$ cat src/rtl/alu_cmd_driver.sv
// alu_cmd_driver: valid/ready command initiator for the 8-bit ALU.
// Accepts one command at a time, drives it onto the ALU, samples the ALU
// outputs after LATENCY cycles, compares them against an internal golden
// model and returns the captured result plus a mismatch flag.
// LATENCY must lie in 1..15 so that it fits the 4-bit countdown.
module alu_cmd_driver #(
  parameter int unsigned LATENCY = 1
) (
  input  logic       clk,
  input  logic       rst,
  input  logic       cmd_valid,
  output logic       cmd_ready,
  input  logic [1:0] cmd_op,
  input  logic [7:0] cmd_a,
  input  logic [7:0] cmd_b,
  output logic [1:0] alu_op,
  output logic [7:0] alu_a,
  output logic [7:0] alu_b,
  input  logic [7:0] alu_y,
  input  logic       alu_parity,
  input  logic       alu_overflow,
  input  logic       alu_greater,
  input  logic       alu_less,
  input  logic       alu_is_eq,
  output logic       rsp_valid,
  input  logic       rsp_ready,
  output logic [7:0] rsp_y,
  output logic [4:0] rsp_flags,
  output logic       rsp_mismatch,
  output logic [7:0] err_cnt
);

  typedef enum logic [1:0] {
    ST_IDLE  = 2'd0,
    ST_DRIVE = 2'd1,
    ST_HOLD  = 2'd2
  } state_t;

  localparam logic [3:0] LAT_CNT = 4'(LATENCY);

  state_t      state_q, state_d;
  logic [3:0]  cnt_q, cnt_d;
  logic [1:0]  alu_op_q, alu_op_d;
  logic [7:0]  alu_a_q, alu_a_d;
  logic [7:0]  alu_b_q, alu_b_d;
  logic [7:0]  rsp_y_q, rsp_y_d;
  logic [4:0]  rsp_flags_q, rsp_flags_d;
  logic        rsp_mismatch_q, rsp_mismatch_d;
  logic [7:0]  err_cnt_q, err_cnt_d;
  logic        cmd_ready_q, cmd_ready_d;
  logic        rsp_valid_q, rsp_valid_d;

  logic [12:0] golden_s;
  logic [12:0] observed_s;
  logic        mismatch_s;

  // Even-parity helper: XOR reduction of an 8-bit value.
  function automatic logic parity8(input logic [7:0] v);
    return ^v;
  endfunction

  // Reference ALU: returns {y, parity, overflow, greater, less, is_eq}.
  function automatic logic [12:0] golden(input logic [1:0] op,
                                         input logic [7:0] a,
                                         input logic [7:0] b);
    logic [7:0] y;
    logic       ov;
    y  = 8'h00;
    ov = 1'b0;
    case (op)
      2'b00: begin
        y  = a + b;
        ov = (a[7] == b[7]) && (y[7] != a[7]);
      end
      2'b01: begin
        y  = a - b;
        ov = (a[7] != b[7]) && (y[7] != a[7]);
      end
      2'b10: begin
        y  = a & b;
        ov = 1'b0;
      end
      2'b11: begin
        y  = a | b;
        ov = 1'b0;
      end
      default: begin
        y  = 8'h00;
        ov = 1'b0;
      end
    endcase
    return {y, parity8(y), ov, (a > b), (a < b), (a == b)};
  endfunction

  // Golden result is always derived from the operands actually on the ALU.
  always_comb begin
    golden_s   = golden(alu_op_q, alu_a_q, alu_b_q);
    observed_s = {alu_y, alu_parity, alu_overflow, alu_greater, alu_less, alu_is_eq};
    mismatch_s = (observed_s != golden_s);
  end

  // Next-state and datapath-load decisions for the IDLE/DRIVE/HOLD sequence.
  always_comb begin
    state_d        = state_q;
    cnt_d          = cnt_q;
    alu_op_d       = alu_op_q;
    alu_a_d        = alu_a_q;
    alu_b_d        = alu_b_q;
    rsp_y_d        = rsp_y_q;
    rsp_flags_d    = rsp_flags_q;
    rsp_mismatch_d = rsp_mismatch_q;
    err_cnt_d      = err_cnt_q;
    cmd_ready_d    = 1'b0;
    rsp_valid_d    = 1'b0;

    case (state_q)
      ST_IDLE: begin
        if (cmd_valid) begin
          alu_op_d = cmd_op;
          alu_a_d  = cmd_a;
          alu_b_d  = cmd_b;
          cnt_d    = LAT_CNT;
          state_d  = ST_DRIVE;
        end else begin
          state_d  = ST_IDLE;
        end
      end
      ST_DRIVE: begin
        // Treat a zero count like one so a bad count can never stall here.
        if (cnt_q <= 4'd1) begin
          rsp_y_d        = alu_y;
          rsp_flags_d    = observed_s[4:0];
          rsp_mismatch_d = mismatch_s;
          if (mismatch_s && (err_cnt_q != 8'hFF)) begin
            err_cnt_d = err_cnt_q + 8'd1;
          end else begin
            err_cnt_d = err_cnt_q;
          end
          cnt_d   = 4'd0;
          state_d = ST_HOLD;
        end else begin
          cnt_d   = cnt_q - 4'd1;
          state_d = ST_DRIVE;
        end
      end
      ST_HOLD: begin
        if (rsp_ready) begin
          state_d = ST_IDLE;
        end else begin
          state_d = ST_HOLD;
        end
      end
      default: begin
        state_d = ST_IDLE;
        cnt_d   = 4'd0;
      end
    endcase

    // Handshake outputs are registered images of the upcoming state.
    cmd_ready_d = (state_d == ST_IDLE);
    rsp_valid_d = (state_d == ST_HOLD);
  end

  // State, countdown, ALU drive and response registers.
  always_ff @(posedge clk or posedge rst) begin
    if (rst) begin
      state_q        <= ST_IDLE;
      cnt_q          <= 4'd0;
      alu_op_q       <= 2'd0;
      alu_a_q        <= 8'h00;
      alu_b_q        <= 8'h00;
      rsp_y_q        <= 8'h00;
      rsp_flags_q    <= 5'd0;
      rsp_mismatch_q <= 1'b0;
      err_cnt_q      <= 8'h00;
      cmd_ready_q    <= 1'b1;
      rsp_valid_q    <= 1'b0;
    end else begin
      state_q        <= state_d;
      cnt_q          <= cnt_d;
      alu_op_q       <= alu_op_d;
      alu_a_q        <= alu_a_d;
      alu_b_q        <= alu_b_d;
      rsp_y_q        <= rsp_y_d;
      rsp_flags_q    <= rsp_flags_d;
      rsp_mismatch_q <= rsp_mismatch_d;
      err_cnt_q      <= err_cnt_d;
      cmd_ready_q    <= cmd_ready_d;
      rsp_valid_q    <= rsp_valid_d;
    end
  end

  assign cmd_ready    = cmd_ready_q;
  assign rsp_valid    = rsp_valid_q;
  assign alu_op       = alu_op_q;
  assign alu_a        = alu_a_q;
  assign alu_b        = alu_b_q;
  assign rsp_y        = rsp_y_q;
  assign rsp_flags    = rsp_flags_q;
  assign rsp_mismatch = rsp_mismatch_q;
  assign err_cnt      = err_cnt_q;

endmodule

$ cat config.mk
export PLATFORM = sky130hd
export DESIGN_NAME = alu_cmd_driver
export DESIGN_NICKNAME = d
export VERILOG_FILES = /design/src/rtl/alu_cmd_driver.sv
export SDC_FILE = /design/constraint.sdc
export NUM_CORES = 1
export LEC_CHECK = 0
export ABC_CLOCK_PERIOD_IN_PS = 7300
export BUFFER_PORTS_ARGS = -buffer_cell sky130_fd_sc_hd__buf_2
export CAP_MARGIN = 20
export CORE_UTILIZATION = 55
export DETAILED_ROUTE_END_ITERATION = 10
export GPL_ROUTABILITY_DRIVEN = 0
export PLACE_DENSITY = 0.85
export SETUP_SLACK_MARGIN = 0.02
export SLEW_MARGIN = 20
export SYNTH_ARGS = -nofsm -noshare
export SYNTH_HDL_FRONTEND = slang
export SYNTH_SLANG_ARGS = --single-unit
$ cat constraint.sdc
create_clock -name clk -period 7.3 [get_ports clk]
set_clock_uncertainty 0.05 [all_clocks]
set_input_delay 1.46 -clock clk [delete_from_list [all_inputs] [get_ports clk]]
set_output_delay 1.46 -clock clk [all_outputs]
set_load 0.03 [all_outputs]
==> out/qor.txt, run 1 <==
#FFs+latches synth: 48
Leading area contributor after synthesis: dfrtp_1
CTS buffer count: 5
Reg2reg setup slack: 3530 ps
Reg2reg start: alu_a[0]
Post-DP HPWL: 5.34 mm
# DRC: 0
Crit path kind: register to register
Final hold vios: 0
Initial Util: 57.8%
# nets final: 479
Vias in the first global route: 2623
Worst path required time: 7450 ps
RSZ-0062 raised after global routing: no
FILL cells: 473
Clk slew on worst S/H paths: 90 ps
Post-route ant nets: 0
CTS tree: yes
Status: complete, no violations
Post-synth ARST share: 100%
Yosys Warn Count: 0
Final global-route overflow total: 0
Main synth FF type: dfrtp_1
Area delta synth->final: 16.0%
Post-synth cell types: 56
Top post-synthesis cells by area: dfrtp_1, ha_1, xnor2_1, o21ai_0, mux2_2
Post-synthesis sequential area ratio: 37.1%
Buf/Inv on CP: 2
Hold Path Depth: 1
Hold Path Class: register to register
Worst setup SP type: register
Port bufs: 76
FF+latch area: 1200 um2
Slew Viols, Final: 0
CP Capture Type: register
Gate Count Post-Synth: 344
Final setup viols: 0
Most Frequent Cell on Critical Path: inv_1
Vias: 2699
Slew @ Worst Pin: 832 ps
Setup TNS: 0 ps
CTS Buffer Depth: 2
Most numerous cell in the Yosys netlist: dfrtp_1
Worst path slowest cell: or4_1
Total GRT Usage: 25.3%
Post-cts hold buffer count: 0
N_diodes: 0
Global-route wire length before repair: 12.2 mm
Crit share post-route: 51.6%
FP Rows: 27
Detailed-route wire length per cell: 14.5 um
CP arrival: 3920 ps
First-pass iteration count of the detailed router: 5
CTS H-tree lvls: 2
Core box area: 5610 um2
Largest net degree at the start of global routing: 49
Final WL: 7.09 mm
Highest clock rate: 0.265 GHz
Synth top cells by count: dfrtp_1, o21ai_0, nand2_1
Post-synth EDFFs: 0
Post-CTS sizing: 0
Hold Crit Start: rsp_y[4]
Worst-Skew Late Latency: 310 ps
Vias per inst: 5.53
Crit path max-delay family: simple AND/OR/NAND/NOR gates
WHS Endpoint: rsp_y[4]
Syn Area/Cell: 9.42 um2
Ports: 77
CP max FO: 8
Multi-input logic area: 1870 um2
Slew headroom: 44.3%
Worst r2r path cells: 13
Clock Sinks: 48
Max Cap Viol: 0
Synth Net Count: 408
Critical path's largest stage delay: 610 ps
Synth Cell Area: 3240 um2
Top cell type's share of synthesized area: 36.3%
Die ar.: 6200 um2
Fin crit period: 3770 ps
Share of cells above drive strength 1: 26.7%
Initial antenna violation count: 0
Clk root buf: clkbuf_8
Reg2reg end: err_cnt[1]
Critical Path, Cell by Cell: inv_1, ha_1, inv_1, fa_1, nor2b_1, o21ai_1, nand3_1, xnor2_1, mux4_2, xor2_1, or4_1, o21a_1, mux2_4
Die Width: 78.8 um
DIE HEIGHT: 78.8 um
Iteration-0 DRC Markers: 147
Post-CTS Repair Setup Buffers: 0
## layout make-up
type                       instances  share of cell area (%)
multi-input combinational        253                    49.8
sequential                        48                    32.0
tap                               72                    2.40
clock buffer                       6                    2.20
timing repair buffer              76                    10.1
clock inverter                     2                   0.399
inverter                          31                    3.13
## kinds of logic after synthesis
| group | synth area share (%) |
|---|---|
| simple gates | 14.2 |
| mux | 7.99 |
| flops | 37.1 |
| buf+inv | 5.41 |
| fa+ha+maj | 11.7 |
| compound gates | 15.1 |
| xor+xnor | 8.53 |
## how the worst max path moves through the flow
| stage | start | end | slack, ps | depth (start not counted) |
|---|---|---|---|---|
| after detailed placement | alu_a[0] | err_cnt[1] | 3610 | 13 |
| after CTS | alu_a[0] | err_cnt[1] | 3560 | 13 |
| after global routing | alu_a[1] | err_cnt[1] | 3270 | 12 |
| after floorplan | alu_b[0] | err_cnt[1] | 3670 | 13 |
| final | alu_a[0] | err_cnt[1] | 3530 | 13 |
| after global placement | alu_a[0] | err_cnt[1] | 3730 | 13 |
## per-stage QoR
stage               instance area, um2  instances  setup WS [ps]  hold WS [ps]  util [%]
floorplan                         3240        344           3670           423         -
global placement                  3650        480           3730           425      65.2
detailed placement                3650        480           3610           438      65.2
CTS                               3750        488           3560           460      66.9
global route                      3760        488           3270           478      67.0
finish                            3760        488           3530           458      67.0
## state kept, by name, indices dropped and copies added, names as in the netlist
signal and flops:
alu_a 8, alu_b 8, err_cnt 8, rsp_y 8, rsp_flags 5, cnt_q 4, alu_op 2, state_q 2
cmd_ready 1, rsp_mismatch 1, rsp_valid 1
## routing by layer
layer | up-vias | wire, um | global-route usage (%)
li1 | 1318 | - | -
met1 | 1266 | 3200 | 33.1
met2 | 102 | 3340 | 41.9
met3 | 13 | 416 | 4.94
met4 | 0 | 133 | 8.52
met5 | - | 0 | 0
## placed cells by master (no fill, tap or decap), types with 2 or more instances in the layout
| cell | Yosys | routed |
|---|---|---|
| a31oi_1 | 3 | 3 |
| a2bb2oi_1 | 2 | 2 |
| mux2_2 | 13 | 13 |
| xnor2_1 | 23 | 23 |
| mux2i_1 | 3 | 3 |
| inv_1 | 31 | 30 |
| o22ai_1 | 3 | 3 |
| ha_1 | 27 | 27 |
| xor2_1 | 6 | 6 |
| clkinvlp_4 | 0 | 2 |
| o21ai_0 | 35 | 35 |
| and3_1 | 3 | 3 |
| nand3b_1 | 2 | 2 |
| dfrtp_1 | 47 | 47 |
| fa_1 | 2 | 2 |
| o31ai_1 | 2 | 2 |
| nand2b_1 | 9 | 9 |
| nor2b_1 | 5 | 4 |
| o31a_1 | 2 | 2 |
| nor3_1 | 5 | 5 |
| o21bai_1 | 2 | 2 |
| clkbuf_8 | 0 | 6 |
| a21oi_1 | 7 | 7 |
| nand3_1 | 6 | 6 |
| nor2_1 | 22 | 22 |
| and2_1 | 2 | 2 |
| nand2_1 | 34 | 34 |
| o211ai_1 | 7 | 7 |
| buf_2 | 2 | 76 |
| o2111ai_1 | 2 | 2 |
| or2_2 | 3 | 3 |
| mux4_2 | 2 | 2 |
Power of run 1 is not shown: default switching activity piles up to over one toggle a cycle in this logic, so the estimate is an artifact.
==> run 2: changes to the inputs <==
--- a/config.mk
+++ b/config.mk
@@ -5,13 +5,13 @@
 export SDC_FILE = /design/constraint.sdc
 export NUM_CORES = 1
 export LEC_CHECK = 0
-export ABC_CLOCK_PERIOD_IN_PS = 7300
+export ABC_CLOCK_PERIOD_IN_PS = 3100
 export BUFFER_PORTS_ARGS = -buffer_cell sky130_fd_sc_hd__buf_2
 export CAP_MARGIN = 20
-export CORE_UTILIZATION = 55
+export CORE_UTILIZATION = 49
 export DETAILED_ROUTE_END_ITERATION = 10
 export GPL_ROUTABILITY_DRIVEN = 0
-export PLACE_DENSITY = 0.85
+export PLACE_DENSITY = 0.8
 export SETUP_SLACK_MARGIN = 0.02
 export SLEW_MARGIN = 20
 export SYNTH_ARGS = -nofsm -noshare
==> constraint.sdc (replaced) <==
create_clock -name clk -period 3.1 [get_ports clk]
set_clock_uncertainty 0.05 [all_clocks]
set_input_delay 0.62 -clock clk [delete_from_list [all_inputs] [get_ports clk]]
set_output_delay 0.62 -clock clk [all_outputs]
set_load 0.03 [all_outputs]
==> run 2 against run 1 <==
First-iteration DRC count fell by 47%. The flow now finishes with violations (setup timing). Critical endpoint unchanged. Design area grew 12%. Register-to-register slack lost 3900 ps. Count of clock-buffer cells in the layout is the same. Final cell count grew 12%.
==> out/qor.txt, run 2 (same netlist as run 1, synthesis figures left out) <==
Crit path kind: register to register (unchanged)
CTS Buffer Depth: 2 (unchanged)
Buf/Inv on CP: 2 (unchanged)
Worst path slowest cell: mux4_2 (was or4_1)
Vias in the first global route: 2955 (was 2623)
Post-route ant nets: 0 (unchanged)
FF+latch area: 1210 um2 (was 1200 um2)
Detailed-route wire length per cell: 13.7 um (was 14.5 um)
CTS tree: yes (unchanged)
Final hold vios: 0 (unchanged)
Fin crit period: 3460 ps (was 3770 ps)
Setup TNS: -2700 ps (was 0 ps)
Most Frequent Cell on Critical Path: xnor2_1 (was inv_1)
Status: finished, violations left (was complete, no violations)
CTS H-tree lvls: 2 (unchanged)
Largest net degree at the start of global routing: 37 (was 49)
Slew headroom: 60.8% (was 44.3%)
N_diodes: 0 (unchanged)
Initial Util: 51.0% (was 57.8%)
RSZ-0062 raised after global routing: yes (was no)
Vias per inst: 5.25 (was 5.53)
Final global-route overflow total: 0 (unchanged)
CTS buffer count: 5 (unchanged)
FP Rows: 29 (was 27)
CP arrival: 3620 ps (was 3920 ps)
Area delta synth->final: 30.0% (was 16.0%)
Clk root buf: clkbuf_8 (unchanged)
Highest clock rate: 0.289 GHz (was 0.265 GHz)
Max Cap Viol: 0 (unchanged)
# DRC: 0 (unchanged)
Vias: 2868 (was 2699)
Critical path's largest stage delay: 480 ps (was 610 ps)
Multi-input logic area: 1910 um2 (was 1870 um2)
Core box area: 6350 um2 (was 5610 um2)
Commonest non-fill, non-tap cell in the layout: buf_2 (unchanged)
Crit share post-route: 112% (was 51.6%)
Global-route wire length before repair: 12.9 mm (was 12.2 mm)
Worst setup SP type: register (unchanged)
Iteration-0 DRC Markers: 78 (was 147)
Critical Path, Cell by Cell: ha_4, inv_1, fa_1, inv_1, mux4_2, xnor2_1, xnor2_1, xnor2_1, xnor2_2, xnor3_1, mux2i_4, o21a_1, mux2_4 (was inv_1, ha_1, inv_1, fa_1, nor2b_1, o21ai_1, nand3_1, xnor2_1, mux4_2, xor2_1, or4_1, o21a_1, mux2_4)
Setup ws final: -364 ps (was 3530 ps)
Total GRT Usage: 22.8% (was 25.3%)
Hold Path Class: input port to async pin (was register to register)
Worst path required time: 3260 ps (was 7450 ps)
CP Capture Type: register (unchanged)
Post-DP HPWL: 5.89 mm (was 5.34 mm)
Commonest non-fill, non-tap cells in the layout: buf_2, buf_4, dfrtp_1 (was buf_2, dfrtp_1, o21ai_0)
DIE HEIGHT: 83.3 um (was 78.8 um)
FILL cells: 515 (was 473)
Port bufs: 76 (unchanged)
Final setup viols: 9 (was 0)
# nets final: 532 (was 479)
Crit path max-delay family: XOR/XNOR gates (was simple AND/OR/NAND/NOR gates)
Failing checks: setup timing
Clock Sinks: 48 (unchanged)
Slew @ Worst Pin: 580 ps (was 832 ps)
Initial antenna violation count: 0 (unchanged)
Final WL: 7.50 mm (was 7.09 mm)
Slew Viols, Final: 0 (unchanged)
Worst-Skew Late Latency: 310 ps (about the same)
Die Width: 83.3 um (was 78.8 um)
CP max FO: 3 (was 8)
Clk slew on worst S/H paths: 100 ps (was 90 ps)
Share of cells above drive strength 1: 37.5% (was 26.7%)
Post-cts hold buffer count: 0 (unchanged)
Ports: 77 (unchanged)
Die ar.: 6940 um2 (was 6200 um2)
First-pass iteration count of the detailed router: 4 (was 5)
-- run 2: cell type report --
type,count,share of cell area [%]
repair buffers,129,18.6
inverters,31,2.76
clock inverters,2,0.356
well taps,77,2.29
flip-flops and latches,48,28.7
clock buffers,6,1.96
multi-input cells,253,45.4
-- run 2: through the flow --
step | cell area, um2 | cells | hold WS [ps] | worst slack [ps] | utilization, %
after floorplan | 3280 | 344 | 423 | -375 | -
after global placement | 4090 | 537 | 425 | -278 | 64.4
after detailed placement | 4090 | 537 | 417 | -350 | 64.4
after CTS | 4210 | 546 | 241 | -374 | 66.4
after global routing | 4210 | 546 | 271 | -542 | 66.4
final | 4210 | 546 | 232 | -364 | 66.4
-- run 2: final timing paths --
path	start	to	slack [ps]	cells past startpoint
max	alu_b[0]	err_cnt[1]	-360	13
min	rst	state_q[1]	230	2
max reg2reg	alu_b[0]	err_cnt[1]	-360	13
min reg2reg	rsp_y[3]	rsp_y[3]	440	2
max in group asynchronous	rst	rsp_y[6]	2040	3
min in group clk	rsp_y[3]	rsp_y[3]	440	2
-- run 2: metal layers --
metal	wire length (um)	vias to the layer above	GRT usage (%)
met3	353	14	3.98
met5	0	-	0
met4	119	0	6.58
li1	-	1420	-
met2	3650	90	40.4
met1	3370	1344	28.4
-- run 2: repair_timing --
action / in CTS / in global routing
buffers inserted: 1 / 0
pin swaps: 11 / 1
hold endpoints to repair: 0 / 0
resized for setup: 4 / 0
setup endpoints to repair: 9 / 9
-- run 2: worst register-to-register path, delay by kind of cell (launching register included) --
kind	cells	cell delay [ps]
muxes	3	990
xor gates and xnor gates	5	990
AOI/OAI and AO/OA	1	220
buffers and inverters	2	80
DFF	1	420
adders and majority gates	2	620
Power of run 2 is left out for the same reason.
==> run 3: changes to the inputs <==
--- a/config.mk
+++ b/config.mk
@@ -5,13 +5,13 @@
 export SDC_FILE = /design/constraint.sdc
 export NUM_CORES = 1
 export LEC_CHECK = 0
-export ABC_CLOCK_PERIOD_IN_PS = 3100
+export ABC_CLOCK_PERIOD_IN_PS = 3600
 export BUFFER_PORTS_ARGS = -buffer_cell sky130_fd_sc_hd__buf_2
 export CAP_MARGIN = 20
-export CORE_UTILIZATION = 49
+export CORE_UTILIZATION = 54
 export DETAILED_ROUTE_END_ITERATION = 10
 export GPL_ROUTABILITY_DRIVEN = 0
-export PLACE_DENSITY = 0.8
+export PLACE_DENSITY = 0.83
 export SETUP_SLACK_MARGIN = 0.02
 export SLEW_MARGIN = 20
 export SYNTH_ARGS = -nofsm -noshare
==> constraint.sdc (replaced) <==
create_clock -name clk -period 3.6 [get_ports clk]
set_clock_uncertainty 0.05 [all_clocks]
set_input_delay 0.72 -clock clk [delete_from_list [all_inputs] [get_ports clk]]
set_output_delay 0.72 -clock clk [all_outputs]
set_load 0.03 [all_outputs]
==> run 3 against run 2 <==
The flow now finishes without violations. Register-to-register slack improved by 410 ps. Sequential share of layout area increased by 0.81 points. Die area shrank 9.1%. Setup slack better by 410 ps. Core utilization increased by 6.2 points.
==> out/qor.txt, run 3 (same netlist as run 1, synthesis figures left out) <==
Status: complete, no violations (was finished, violations left)
Final WL: 7.95 mm (was 7.50 mm)
Worst-Skew Late Latency: 300 ps (was 310 ps)
Worst setup SP type: register (unchanged)
N_diodes: 0 (unchanged)
Slew @ Worst Pin: 809 ps (was 580 ps)
Largest net degree at the start of global routing: 49 (was 37)
CTS buffer count: 5 (unchanged)
CTS Buffer Depth: 2 (unchanged)
Detailed-route wire length per cell: 15.7 um (was 13.7 um)
Initial Util: 57.4% (was 51.0%)
Final setup viols: 0 (was 9)
Initial antenna violation count: 0 (unchanged)
Final hold vios: 0 (unchanged)
Commonest non-fill, non-tap cells in the layout: buf_2, dfrtp_1, nand2_1, o21ai_0, inv_1 (was buf_2, buf_4, dfrtp_1)
# DRC: 0 (unchanged)
Share of cells above drive strength 1: 35.0% (was 37.5%)
Iteration-0 DRC Markers: 153 (was 78)
CP Capture Type: register (unchanged)
Area delta synth->final: 26.3% (was 30.0%)
Setup ws final: 46.1 ps (was -364 ps)
Post-route ant nets: 0 (unchanged)
Final global-route overflow total: 0 (unchanged)
Slew headroom: 46.0% (was 60.8%)
DIE HEIGHT: 79.5 um (was 83.3 um)
Hold Path Depth: 1
Core box area: 5640 um2 (was 6350 um2)
Highest clock rate: 0.281 GHz (was 0.289 GHz)
Die ar.: 6310 um2 (was 6940 um2)
Setup TNS: 0 ps (was -2700 ps)
Pre-CTS setup slack: -63.0 ps (was -350 ps)
Post-cts hold buffer count: 0 (unchanged)
Clock Sinks: 48 (unchanged)
First-pass iteration count of the detailed router: 5 (was 4)
CP max FO: 3 (unchanged)
Final core occ: 72.6% (was 66.4%)
Vias: 2838 (was 2868)
# nets final: 497 (was 532)
Vias in the first global route: 2547 (was 2955)
Clk root buf: clkbuf_8 (unchanged)
Hold Path Class: register to register (was input port to async pin)
Ports: 77 (unchanged)
CTS H-tree lvls: 2 (unchanged)
RSZ-0062 raised after global routing: yes (unchanged)
FP Rows: 27 (was 29)
Port bufs: 76 (unchanged)
Worst path required time: 3750 ps (was 3260 ps)
Die Width: 79.5 um (was 83.3 um)
Crit path kind: register to register (unchanged)
Worst r2r path cells: 18 (was 13)
Global-route wire length before repair: 11.9 mm (was 12.9 mm)
Clk slew on worst S/H paths: 90 ps (was 100 ps)
Fin crit period: 3550 ps (was 3460 ps)
CP arrival: 3700 ps (was 3620 ps)
Vias per inst: 5.61 (was 5.25)
CTS tree: yes (unchanged)
Max Cap Viol: 0 (unchanged)
Slew Viols, Final: 0 (unchanged)
Crit share post-route: 98.7% (was 112%)
Commonest non-fill, non-tap cell in the layout: buf_2 (unchanged)
Post-DP HPWL: 5.54 mm (was 5.89 mm)
Total GRT Usage: 24.2% (was 22.8%)
==> run 3: metal layers <==
metal,part of all wire (%),GRT usage (%)
met3,7.2,4.23
met1,43,31.1
met2,49,42.1
met4,1.2,5.64
met5,0,0
==> run 3: through the flow <==
step	instances	area (um2)	hold WS [ps]
floorplan	344	3240	423
global placement	486	3700	427
detailed placement	486	3700	438
CTS	502	3910	453
global route	506	4090	476
finish	506	4090	447
==> run 3: final cells by class <==
cell class                 instances  area (um2)
fill                             409        1550
sequential                        48        1210
multi-input combinational        253        2010
clock inverter                     2        60.1
timing repair buffer              94         536
tap                               72        90.1
inverter                          31         118
clock buffer                       6        72.6
==> run 3: critical path, stage by stage (launching register included) <==
cell and delay, ps:
dfrtp_2 440, inv_2 100, ha_4 140, inv_2 40, fa_2 390, nor2b_4 140, o21ai_2 140, buf_4 130
buf_4 90, buf_4 90, buf_4 90, buf_4 90, buf_4 110, a31oi_4 80, o22ai_1 170, nand4_1 110
or4_4 520, o21a_1 240, mux2_4 300
==> run 3: worst paths after layout <==
path | slack [ps] | to | start
max | 50 | err_cnt[1] | alu_a[0]
min | 450 | err_cnt[5] | err_cnt[5]
max reg2reg | 50 | err_cnt[1] | alu_a[0]
min reg2reg | 450 | err_cnt[5] | err_cnt[5]
max in group asynchronous | 2480 | alu_b[0] | rst
min in group asynchronous | 480 | rsp_flags[2] | rst
==> run 3: timing repair <==
item                                    CTS  global route
cloned                                    0             0
endpoints found under the setup margin    1             9
endpoints found under the hold margin     0             0
buffers inserted                          8             4
resized for setup                         2            31
pin swaps                                 3            17
Power of run 3 is left out for the same reason.
